--- src/rtl/multicycle_control_unit_if.sv ---
// ---------------------------------------------------------------------------
// multicycle_control_unit_if
//   Groups every non-clock/reset signal of the multicycle control unit.
//   master : control unit side (drives strobes/selects, reads opcode/flags)
//   slave  : environment side (IR, datapath flags, memory/IO arbiter)
//
//   opcode[5:0]              IR opcode, valid from DECODE onward
//   zero/sign/carry/overflow registered ALU flags
//   mem_ready                single-cycle memory/IO completion
//   resume                   level request to leave HALTED
//   ir_load                  capture instruction
//   s_pc[1:0]                PC source: 00 +1, 01 immediate, 10 stack
//   s_wd3[1:0]               write-back source: 00 ALU, 01 imm, 10 memory
//   s_addr, s_io_wr          address / IO-data select
//   op_alu[2:0]              ALU function
//   we3, we_flags, push, pop, enable_pc   single-cycle strobes
//   read, write, mem_req     memory request, held through MEM
//   halted                   high in HALTED
//   fault[1:0]               sticky: 00 none, 01 ovf, 10 unf, 11 watchdog
// ---------------------------------------------------------------------------
interface multicycle_control_unit_if;
    logic [5:0] opcode;
    logic       zero;
    logic       sign;
    logic       carry;
    logic       overflow;
    logic       mem_ready;
    logic       resume;
    logic       ir_load;
    logic [1:0] s_pc;
    logic [1:0] s_wd3;
    logic       s_addr;
    logic       s_io_wr;
    logic [2:0] op_alu;
    logic       we3;
    logic       we_flags;
    logic       push;
    logic       pop;
    logic       enable_pc;
    logic       read;
    logic       write;
    logic       mem_req;
    logic       halted;
    logic [1:0] fault;

    modport master (
        input  opcode, zero, sign, carry, overflow, mem_ready, resume,
        output ir_load, s_pc, s_wd3, s_addr, s_io_wr, op_alu, we3, we_flags,
               push, pop, enable_pc, read, write, mem_req, halted, fault
    );

    modport slave (
        output opcode, zero, sign, carry, overflow, mem_ready, resume,
        input  ir_load, s_pc, s_wd3, s_addr, s_io_wr, op_alu, we3, we_flags,
               push, pop, enable_pc, read, write, mem_req, halted, fault
    );
endinterface

--- src/rtl/multicycle_control_unit.sv ---
// ---------------------------------------------------------------------------
// multicycle_control_unit
//   Sequences each instruction through FETCH/DECODE/EXEC/MEM/WB, handshakes
//   with a variable-latency memory and traps call-stack overflow/underflow.
//
//   Ports:
//     clk    in  system clock, rising edge
//     reset  in  asynchronous, active-high
//     bus    multicycle_control_unit_if.master (see interface header)
//
//   Parameters:
//     STACK_DEPTH  return-stack entries
//     WDT_CYCLES   MEM wait limit (watchdog build only)
//
//   Optional feature macro: CU_MEM_WATCHDOG_EN
//     Defined   : a MEM access waiting WDT_CYCLES cycles faults with 11.
//     Undefined : MEM waits indefinitely.
// ---------------------------------------------------------------------------
module multicycle_control_unit #(
    parameter int STACK_DEPTH = 8,
    parameter int WDT_CYCLES  = 16
) (
    input  logic                      clk,
    input  logic                      reset,
    multicycle_control_unit_if.master bus
);
    localparam int DW = $clog2(STACK_DEPTH + 1);

    typedef enum logic [2:0] {
        S_FETCH, S_DECODE, S_EXEC, S_MEM, S_WB, S_HALTED
    } state_t;

    typedef enum logic [3:0] {
        C_NOP, C_HALT, C_ALU, C_J, C_JG, C_JGS, C_JAL, C_JR,
        C_JZ, C_JNZ, C_LDI, C_LD, C_LDR, C_STRR, C_STR, C_STI
    } iclass_t;

    state_t          r_state;
    logic [DW-1:0]   r_depth;
    logic [1:0]      r_fault;
    iclass_t         w_cls;
    logic            w_is_mem;
    logic            w_is_load;
    logic            w_push_trap;
    logic            w_pop_trap;
    logic            w_unused_carry;

    assign w_unused_carry = bus.carry;

`ifdef CU_MEM_WATCHDOG_EN
    localparam int WW = $clog2(WDT_CYCLES + 1);
    logic [WW-1:0] r_wdt;
    logic          w_wdt_trip;
    // Trips on the cycle the count would reach WDT_CYCLES; mem_ready that
    // same cycle is tested first and wins.
    assign w_wdt_trip = (r_wdt == WW'(WDT_CYCLES - 1));
`else
    logic [31:0] w_unused_wdt;
    assign w_unused_wdt = 32'(WDT_CYCLES);
`endif

    // Opcode classification; unlisted encodings fall through as NOP.
    always_comb begin
        w_cls = C_NOP;
        casez (bus.opcode)
            6'b000001: w_cls = C_HALT;
            6'b111???: w_cls = C_ALU;
            6'b110000: w_cls = C_J;
            6'b110001: w_cls = C_JG;
            6'b110100: w_cls = C_JGS;
            6'b110101: w_cls = C_JAL;
            6'b11011?: w_cls = C_JR;
            6'b110011: w_cls = C_JZ;
            6'b110010: w_cls = C_JNZ;
            6'b101000: w_cls = C_LDI;
            6'b1011??: w_cls = C_LD;
            6'b101011: w_cls = C_LDR;
            6'b101010: w_cls = C_STRR;
            6'b1000??: w_cls = C_STR;
            6'b1001??: w_cls = C_STI;
            default:   w_cls = C_NOP;
        endcase
    end

    assign w_is_load   = (w_cls == C_LD) || (w_cls == C_LDR);
    assign w_is_mem    = w_is_load || (w_cls == C_STR) || (w_cls == C_STRR) || (w_cls == C_STI);
    assign w_push_trap = (w_cls == C_JAL) && (r_depth == DW'(STACK_DEPTH));
    assign w_pop_trap  = (w_cls == C_JR) && (r_depth == '0);

    always_ff @(posedge clk or posedge reset) begin
        if (reset) begin
            r_state <= S_FETCH;
            r_depth <= '0;
            r_fault <= '0;
`ifdef CU_MEM_WATCHDOG_EN
            r_wdt   <= '0;
`endif
        end else begin
            case (r_state)
                S_FETCH: r_state <= S_DECODE;
                S_DECODE: begin
                    if (w_cls == C_HALT)  r_state <= S_HALTED;
                    else if (w_is_mem)    r_state <= S_MEM;
                    else                  r_state <= S_EXEC;
`ifdef CU_MEM_WATCHDOG_EN
                    r_wdt <= '0;
`endif
                end
                S_EXEC: begin
                    if (w_push_trap) begin
                        r_fault <= 2'b01;
                        r_state <= S_HALTED;
                    end else if (w_pop_trap) begin
                        r_fault <= 2'b10;
                        r_state <= S_HALTED;
                    end else begin
                        if (w_cls == C_JAL)     r_depth <= r_depth + DW'(1);
                        else if (w_cls == C_JR) r_depth <= r_depth - DW'(1);
                        r_state <= S_FETCH;
                    end
                end
                S_MEM: begin
                    if (bus.mem_ready) begin
                        r_state <= w_is_load ? S_WB : S_FETCH;
                    end
`ifdef CU_MEM_WATCHDOG_EN
                    else if (w_wdt_trip) begin
                        r_fault <= 2'b11;
                        r_state <= S_HALTED;
                    end else begin
                        r_wdt <= r_wdt + WW'(1);
                    end
`endif
                end
                S_WB: r_state <= S_FETCH;
                S_HALTED: begin
                    if (bus.resume && (r_fault == 2'b00)) r_state <= S_FETCH;
                end
                default: r_state <= S_FETCH;
            endcase
        end
    end

    // Outputs decode from state and opcode; flags only matter in EXEC and
    // mem_ready only in MEM. Async reset forces FETCH, so mem_req drops at once.
    always_comb begin
        bus.ir_load   = 1'b0;
        bus.s_pc      = 2'b00;
        bus.s_wd3     = 2'b00;
        bus.s_addr    = 1'b0;
        bus.s_io_wr   = 1'b0;
        bus.op_alu    = 3'b000;
        bus.we3       = 1'b0;
        bus.we_flags  = 1'b0;
        bus.push      = 1'b0;
        bus.pop       = 1'b0;
        bus.enable_pc = 1'b0;
        bus.read      = 1'b0;
        bus.write     = 1'b0;
        bus.mem_req   = 1'b0;
        bus.halted    = 1'b0;
        bus.fault     = r_fault;
        case (r_state)
            S_FETCH: bus.ir_load = 1'b1;
            S_EXEC: begin
                bus.enable_pc = 1'b1;
                case (w_cls)
                    C_ALU: begin
                        bus.we3      = 1'b1;
                        bus.we_flags = 1'b1;
                        bus.op_alu   = bus.opcode[2:0];
                    end
                    C_LDI: begin
                        bus.we3   = 1'b1;
                        bus.s_wd3 = 2'b01;
                    end
                    C_J:   bus.s_pc = 2'b01;
                    C_JZ:  bus.s_pc = bus.zero ? 2'b01 : 2'b00;
                    C_JNZ: bus.s_pc = bus.zero ? 2'b00 : 2'b01;
                    C_JG:  bus.s_pc = (~bus.zero & ~bus.sign) ? 2'b01 : 2'b00;
                    C_JGS: bus.s_pc = (~bus.zero & ~(bus.sign ^ bus.overflow)) ? 2'b01 : 2'b00;
                    C_JAL: begin
                        if (w_push_trap) bus.enable_pc = 1'b0;
                        else begin
                            bus.push = 1'b1;
                            bus.s_pc = 2'b01;
                        end
                    end
                    C_JR: begin
                        if (w_pop_trap) bus.enable_pc = 1'b0;
                        else begin
                            bus.pop  = 1'b1;
                            bus.s_pc = 2'b10;
                        end
                    end
                    default: ;
                endcase
            end
            S_MEM: begin
                bus.mem_req = 1'b1;
                case (w_cls)
                    C_LD:   begin bus.read = 1'b1; bus.s_addr = 1'b1; bus.s_wd3 = 2'b10; end
                    C_LDR:  begin bus.read = 1'b1; bus.s_wd3 = 2'b10; end
                    C_STR:  begin bus.write = 1'b1; bus.s_addr = 1'b1; end
                    C_STRR: bus.write = 1'b1;
                    C_STI:  begin bus.write = 1'b1; bus.s_addr = 1'b1; bus.s_io_wr = 1'b1; end
                    default: ;
                endcase
                // Stores retire in the completing MEM cycle; loads retire in WB.
                bus.enable_pc = bus.mem_ready & ~w_is_load;
            end
            S_WB: begin
                bus.we3       = 1'b1;
                bus.s_wd3     = 2'b10;
                bus.enable_pc = 1'b1;
            end
            S_HALTED: bus.halted = 1'b1;
            default: ;
        endcase
    end
endmodule

--- src/flat_wrapper.sv ---
// flat-port wrapper written by rule: the top's interface ports become plain ports
module multicycle_control_unit_flat 
#(
    parameter int STACK_DEPTH = 8,
    parameter int WDT_CYCLES  = 16
)
  (clk, reset, bus_opcode, bus_zero, bus_sign, bus_carry, bus_overflow, bus_mem_ready, bus_resume, bus_ir_load, bus_s_pc, bus_s_wd3, bus_s_addr, bus_s_io_wr, bus_op_alu, bus_we3, bus_we_flags, bus_push, bus_pop, bus_enable_pc, bus_read, bus_write, bus_mem_req, bus_halted, bus_fault);
  multicycle_control_unit_if bus_i ();
  input  logic clk;
  input  logic reset;
  input wire logic [$bits(bus_i.opcode)-1:0] bus_opcode;
  input wire logic [$bits(bus_i.zero)-1:0] bus_zero;
  input wire logic [$bits(bus_i.sign)-1:0] bus_sign;
  input wire logic [$bits(bus_i.carry)-1:0] bus_carry;
  input wire logic [$bits(bus_i.overflow)-1:0] bus_overflow;
  input wire logic [$bits(bus_i.mem_ready)-1:0] bus_mem_ready;
  input wire logic [$bits(bus_i.resume)-1:0] bus_resume;
  output wire logic [$bits(bus_i.ir_load)-1:0] bus_ir_load;
  output wire logic [$bits(bus_i.s_pc)-1:0] bus_s_pc;
  output wire logic [$bits(bus_i.s_wd3)-1:0] bus_s_wd3;
  output wire logic [$bits(bus_i.s_addr)-1:0] bus_s_addr;
  output wire logic [$bits(bus_i.s_io_wr)-1:0] bus_s_io_wr;
  output wire logic [$bits(bus_i.op_alu)-1:0] bus_op_alu;
  output wire logic [$bits(bus_i.we3)-1:0] bus_we3;
  output wire logic [$bits(bus_i.we_flags)-1:0] bus_we_flags;
  output wire logic [$bits(bus_i.push)-1:0] bus_push;
  output wire logic [$bits(bus_i.pop)-1:0] bus_pop;
  output wire logic [$bits(bus_i.enable_pc)-1:0] bus_enable_pc;
  output wire logic [$bits(bus_i.read)-1:0] bus_read;
  output wire logic [$bits(bus_i.write)-1:0] bus_write;
  output wire logic [$bits(bus_i.mem_req)-1:0] bus_mem_req;
  output wire logic [$bits(bus_i.halted)-1:0] bus_halted;
  output wire logic [$bits(bus_i.fault)-1:0] bus_fault;
  assign bus_i.opcode = bus_opcode;
  assign bus_i.zero = bus_zero;
  assign bus_i.sign = bus_sign;
  assign bus_i.carry = bus_carry;
  assign bus_i.overflow = bus_overflow;
  assign bus_i.mem_ready = bus_mem_ready;
  assign bus_i.resume = bus_resume;
  assign bus_ir_load = bus_i.ir_load;
  assign bus_s_pc = bus_i.s_pc;
  assign bus_s_wd3 = bus_i.s_wd3;
  assign bus_s_addr = bus_i.s_addr;
  assign bus_s_io_wr = bus_i.s_io_wr;
  assign bus_op_alu = bus_i.op_alu;
  assign bus_we3 = bus_i.we3;
  assign bus_we_flags = bus_i.we_flags;
  assign bus_push = bus_i.push;
  assign bus_pop = bus_i.pop;
  assign bus_enable_pc = bus_i.enable_pc;
  assign bus_read = bus_i.read;
  assign bus_write = bus_i.write;
  assign bus_mem_req = bus_i.mem_req;
  assign bus_halted = bus_i.halted;
  assign bus_fault = bus_i.fault;
  multicycle_control_unit #(.STACK_DEPTH(STACK_DEPTH), .WDT_CYCLES(WDT_CYCLES)) u_core (.clk(clk), .reset(reset), .bus(bus_i));
endmodule
--- config.mk ---
export PLATFORM = sky130hd
export DESIGN_NAME = multicycle_control_unit_flat
export DESIGN_NICKNAME = d
export VERILOG_FILES = /design/src/rtl/multicycle_control_unit_if.sv /design/src/rtl/multicycle_control_unit.sv /design/src/flat_wrapper.sv
export SDC_FILE = /design/constraint.sdc
export NUM_CORES = 1
export LEC_CHECK = 0
export CORE_MARGIN = 3
export CORE_UTILIZATION = 35
export CTS_CLUSTER_DIAMETER = 200
export DETAILED_ROUTE_END_ITERATION = 12
export PLACE_DENSITY = 0.71
export SYNTH_ARGS = -nofsm -noshare
export SYNTH_HDL_FRONTEND = slang
export SYNTH_SLANG_ARGS = --single-unit
export TNS_END_PERCENT = 20
--- constraint.sdc ---
create_clock -name clk -period 4.1 [get_ports clk]
set_input_delay 0.41 -clock clk [delete_from_list [all_inputs] [get_ports clk]]
set_output_delay 0.41 -clock clk [all_outputs]
set_load 0.1 [all_outputs]
==> results of run 1 <==
[logic make-up (layout without fill, tap and decap cells)]
logic type	Yosys count	after routing	synth area share, %
and+or+nand+nor	70	70	38.8
AOI/OAI and AO/OA	33	33	21.7
buffers and inverters	14	44	7.53
DFF	9	9	21.5
xor gates and xnor gates	6	6	5.02
adders and majority gates	3	3	4.30
muxes	1	1	1.08
[worst paths after layout]
check	endpoint	slack (ps)	startpoint
setup / recovery	bus_s_pc[0]	1080	bus_opcode[0]
hold reg to reg	u_core.r_state[1]	530	u_core.r_state[2]
max in group asynchronous	u_core.r_state[2]	3450	reset
min in group clk	u_core.r_state[1]	530	u_core.r_state[2]
setup reg to reg	u_core.r_depth[1]	2240	u_core.r_depth[0]
hold / removal	u_core.r_depth[2]	410	reset
[critical path, cell delays in order]
cell and delay, ps:
clkdlybuf4s50_1 650, or4_1 630, a311oi_2 340, nand3b_1 130
o211ai_2 150, buf_4 310
[per-stage QoR]
step           area [um2]  total power, mW  utilization, %  hold WS (ps)
5_1_grt              1360            0.763            48.4           430
3_3_place_gp         1330            0.639            47.5           521
6_report             1360            0.708            48.4           408
4_1_cts              1360            0.715            48.4           416
2_1_floorplan        1050            0.550               -           238
3_5_place_dp         1330            0.648            47.5           522
[routing by layer]
| layer | GRT usage (%) | wire length [um] |
|---|---|---|
| met5 | 0 | 0 |
| met4 | 1.86 | 0 |
| met3 | 1.49 | 154 |
| met2 | 26.4 | 1280 |
| met1 | 18.1 | 1130 |
[power by group through the flow]
stage / Clock, mW / Combinational, mW / Sequential (mW)
finish: 0.0638 / 0.465 / 0.179
global route: 0.0710 / 0.503 / 0.189
CTS: 0.0668 / 0.469 / 0.180
detailed placement: 0 / 0.467 / 0.181
global placement: 0 / 0.460 / 0.179
floorplan: 0 / 0.358 / 0.192
[cell type report]
type | count | area share (%)
multi-input combinational | 113 | 55.1
timing repair buffer | 34 | 21.9
sequential | 9 | 16.6
tap | 31 | 2.85
clock buffer | 4 | 1.93
inverter | 6 | 1.66
[cells in the mapped netlist, drive strengths merged, types with 3 or more instances]
| library cell | instances | area (um2) |
|---|---|---|
| nand2 | 15 | 63.8 |
| o21ai | 10 | 50.1 |
| dfrtp | 9 | 225 |
| nor2 | 9 | 33.8 |
| a21oi | 6 | 30.0 |
| buf | 6 | 48.8 |
| inv | 6 | 22.5 |
| and2 | 5 | 31.3 |
| nand3 | 5 | 25.0 |
| nor3 | 5 | 25.0 |
| nor3b | 5 | 42.5 |
| xnor2 | 5 | 43.8 |
| and3 | 3 | 18.8 |
| nand2b | 3 | 18.8 |
| nor2b | 3 | 18.8 |
| o211ai | 3 | 27.5 |
[state kept, by name (all words and copies together), names as in the netlist]
name              flops
u_core.r_depth        4
u_core.bus.fault      2
u_core.r_state        3
==> out/results.txt, run 1 <==
Clk_lat worst skew: 250 ps
Cts bufs inserted: 3
HPWL Detailed: 2060 um
Number of global-route vias before repair: 968
TNS Setup: 0 ps
Post-CTS setup buffers: 0
Worst-Margin Slew: 970 ps
Slew Limit Fails: 0
Reg area: 225 um2
CTS tree: built
Sequential power share: 25.3%
Period minus WS final: 3020 ps
Post-Layout Cell Count: 197
Final worst-path setup slack: 1080 ps
Cts-stage hold buffer count: 0
Drt pass-1 iters: 4
CP startpoint kind: primary input
VDD IR max: 0.407 mV
Area of the multi-input gates: 748 um2
Congestion Overflow GR: 0
# IOs: 35
Die width: 60.7 um
RSZ-0062 raised after global routing: false
Pwr Density: 521 nW/um2
I/O Buffers: 33
Reg2reg path depth: 4
Syn Area/Cell: 7.70 um2
Num rows: 19
CTS clock-pin slew for the worst setup and hold paths: 60 ps
Yosys reg bits: 9
Final period utilization: 73.7%
Crit path kind: in -> out
Internal Pwr Total: 306 uW
Die Area: 3680 um2
Post-synthesis async set-or-reset flop share: 100%
Rel. slew slack: 35.1%
Layout cell share with drive strength beyond 1: 16.9%
Gate Count Post-Synth: 136
WL per Instance: 13.0 um
DRT antenna net count: 0
Largest net degree at the start of global routing: 16
Remaining DRCs: 0
Setup crit end kind: output port
Starting Density: 37.3%
Post-synth top flop: dfrtp_1
Combinational share of power: 65.7%
Sequential element share of the synthesized area: 21.5%
Number of library cell types mapped by synthesis: 48
Nets: 184
Post-Syn Area: 1050 um2
DRT iter0 DRCs: 53
YS warnings: 0
Via count: 1124
Most frequent cells in the layout: clkdlybuf4s50_1, buf_4, nand2_1
FMAX: 0.331 GHz
Layout area overhead: 29.7%
Clock sink total: 9
# setup viols final: 0
MaxCap Viol Count: 0
Post-Route WL: 2560 um
Critical Path RT: 3690 ps
Initial antenna violation count: 0
GP Congestion: 0.827
Worst slack, placed: 1050 ps
Synth Net Count: 153
Die Y: 60.7 um
Leakage power: 0.605 nW
Status: complete, no violations
Number of diodes: 0
CTS resizes: 0
Post-synth EDFFs: 0
Max Root-Sink Buffers: 2
Clock Root Buffer: clkbuf_4
Placed insts: 193
H-tree depth: 1
Sw Pwr: 403 uW
Worst Hold Class: in -> async
Total GRT Usage: 14.2%
Filler instances: 297
Clock power share: 9.0%
Hold Vio Cnt, Final: 0
Core footprint: 2810 um2
Via-per-instance ratio: 5.71
Final Skew: 2.22 ps
Arrival @ worst endpoint: 2610 ps
First-pass GRT wire length: 4130 um
Max FO, Critical Path: 15
Sw Share: 56.9%
Power figures use the tool's default switching activity.
==> run 2: changes to the inputs <==
==> constraint.sdc (replaced) <==
create_clock -name clk -period 2.9 [get_ports clk]
set_input_delay 0.29 -clock clk [delete_from_list [all_inputs] [get_ports clk]]
set_output_delay 0.29 -clock clk [all_outputs]
set_load 0.1 [all_outputs]
==> out/results.txt, run 2 (synthesized netlist as in run 1, its figures left out) <==
HPWL Detailed: 2260 um (was 2060 um)
Sw Share: 56.0% (was 56.9%)
Crit-path cells: clkdlybuf4s50_1, nand2_4, or4_1, a311oi_2, nand3b_1, o211ai_2, buf_12 (was clkdlybuf4s50_1, or4_1, a311oi_2, nand3b_1, o211ai_2, buf_4)
Layout cell share with drive strength beyond 1: 23.8% (was 16.9%)
Setup crit end kind: output port (unchanged)
Starting Density: 37.3% (unchanged)
Status: complete, no violations (unchanged)
Largest net degree at the start of global routing: 15 (was 16)
Rel. slew slack: 70.1% (was 35.1%)
Reg-to-reg endpoint: u_core.r_depth[1] (unchanged)
CP startpoint kind: primary input (unchanged)
Initial antenna violation count: 0 (unchanged)
MaxCap Viol Count: 0 (unchanged)
Biggest register: u_core.r_depth (unchanged)
CTS clock-pin slew for the worst setup and hold paths: 60 ps (about the same)
Internal Pwr Total: 466 uW (was 306 uW)
Worst Hold Class: in -> async (unchanged)
Die Area: 3680 um2 (unchanged)
Slew Limit Fails: 0 (unchanged)
Hold WS: 281 ps (was 408 ps)
Max FO, Critical Path: 7 (was 15)
Total power: 1.06 mW (was 708 uW)
Via-per-instance ratio: 5.57 (was 5.71)
Remaining DRCs: 0 (unchanged)
Combinational share of power: 66.9% (was 65.7%)
Final Skew: 0.918 ps (was 2.22 ps)
Period minus WS final: 2650 ps
Hold Vio Cnt, Final: 0 (unchanged)
Pwr Density: 665 nW/um2 (was 521 nW/um2)
Area of the multi-input gates: 762 um2 (was 748 um2)
CTS tree: built (unchanged)
Cts-stage hold buffer count: 0 (unchanged)
Crit path kind: in -> out (unchanged)
Reg2reg path depth: 4 (unchanged)
Via count: 1130 (was 1124)
RR Startpoint: u_core.r_depth[0] (unchanged)
First-pass GRT wire length: 4800 um (was 4130 um)
Cts bufs inserted: 3 (unchanged)
Worst-Margin Slew: 438 ps (was 970 ps)
Num rows: 19 (unchanged)
Number of global-route vias before repair: 1092 (was 968)
Number of diodes: 0 (unchanged)
Post-CTS setup buffers: 0 (unchanged)
Layout area overhead: 52.1% (was 29.7%)
CTS resizes: 0 (unchanged)
Filler instances: 269 (was 297)
DRT iter0 DRCs: 36 (was 53)
R2R setup slack: 1020 ps (was 2240 ps)
Clock sink total: 9 (unchanged)
Clk_lat worst skew: 250 ps (about the same)
Sequential power share: 24.2% (was 25.3%)
I/O Buffers: 33 (unchanged)
Nets: 190 (was 184)
Most frequent cells in the layout: buf_12, nand2_1, buf_4 (was clkdlybuf4s50_1, buf_4, nand2_1)
Family with the most delay on the worst path: buffers and inverters (unchanged)
Commonest non-fill, non-tap cell in the layout: buf_12
Max reg flops: 4 (unchanged)
Max stage delay on crit path: 650 ps (about the same)
Reg area: 225 um2 (unchanged)
Total GRT Usage: 16.3% (was 14.2%)
Clock Root Buffer: clkbuf_4 (unchanged)
H-tree depth: 1 (unchanged)
FMAX: 0.377 GHz
Leakage power: 0.689 nW (was 0.605 nW)
Final period utilization: 91.5%
Post-Route WL: 2770 um (was 2560 um)
Worst path bufs/invs: 2 (unchanged)
RSZ-0062 raised after global routing: false (unchanged)
Core footprint: 2810 um2 (unchanged)
Die width: 60.7 um (unchanged)
Die Y: 60.7 um (unchanged)
Clock power share: 9.0% (about the same)
Critical Path RT: 2610 ps (was 3690 ps)
WL per Instance: 13.6 um (was 13.0 um)
Worst path slowest cell: clkdlybuf4s50_1 (unchanged)
# setup viols final: 0 (unchanged)
GP Congestion: 0.824 (was 0.827)
Arrival @ worst endpoint: 2360 ps (was 2610 ps)
Sw Pwr: 593 uW (was 403 uW)
# IOs: 35 (unchanged)
Drt pass-1 iters: 4 (unchanged)
Congestion Overflow GR: 0 (unchanged)
Max Root-Sink Buffers: 2 (unchanged)
VDD IR max: 0.603 mV (was 0.407 mV)
DRT antenna net count: 0 (unchanged)
[run 2: power groups by stage]
| stage | Combinational, mW | Sequential [mW] | Clock (mW) |
|---|---|---|---|
| after floorplan | 0.511 | 0.271 | 0 |
| final | 0.708 | 0.256 | 0.0948 |
| after global routing | 0.767 | 0.269 | 0.100 |
| after global placement | 0.698 | 0.250 | 0 |
| after CTS | 0.714 | 0.255 | 0.0949 |
| after detailed placement | 0.711 | 0.257 | 0 |
[run 2: how the worst max path moves through the flow]
stage,startpoint,end,slack (ps),depth (start not counted)
floorplan,u_core.r_state[1],bus_pop,-440,4
global route,bus_opcode[5],bus_s_pc[0],70,7
CTS,bus_opcode[5],bus_s_pc[0],250,7
global placement,bus_opcode[5],u_core.r_depth[3],250,10
detailed placement,bus_opcode[5],u_core.r_depth[3],220,10
finish,bus_opcode[5],bus_s_pc[0],250,7
[run 2: metrics by stage]
stage | utilization (%) | setup TNS [ps] | setup WS, ps | instance area, um2 | instances
floorplan | - | -1890 | -438 | 1070 | 136
finish | 56.8 | 0 | 246 | 1590 | 203
CTS | 56.8 | 0 | 249 | 1590 | 203
detailed placement | 55.8 | 0 | 221 | 1570 | 199
global route | 56.8 | 0 | 66.4 | 1590 | 203
global placement | 55.8 | 0 | 248 | 1570 | 199
[run 2: cell type report]
cell class / count / area share, %
clock buffer: 4 / 1.65
inverter: 6 / 1.41
multi-input combinational: 113 / 47.8
sequential: 9 / 14.1
tap: 31 / 2.44
timing repair buffer: 40 / 32.5
[run 2: layer usage]
layer	part of all wire, %	global-route usage (%)	vias up	routed length [um]
met3	4.4	1.49	0	122
met1	46	21.6	530	1270
met5	0	0	-	0
met4	0	3.10	0	0
met2	50	29.0	32	1380
li1	-	-	568	-
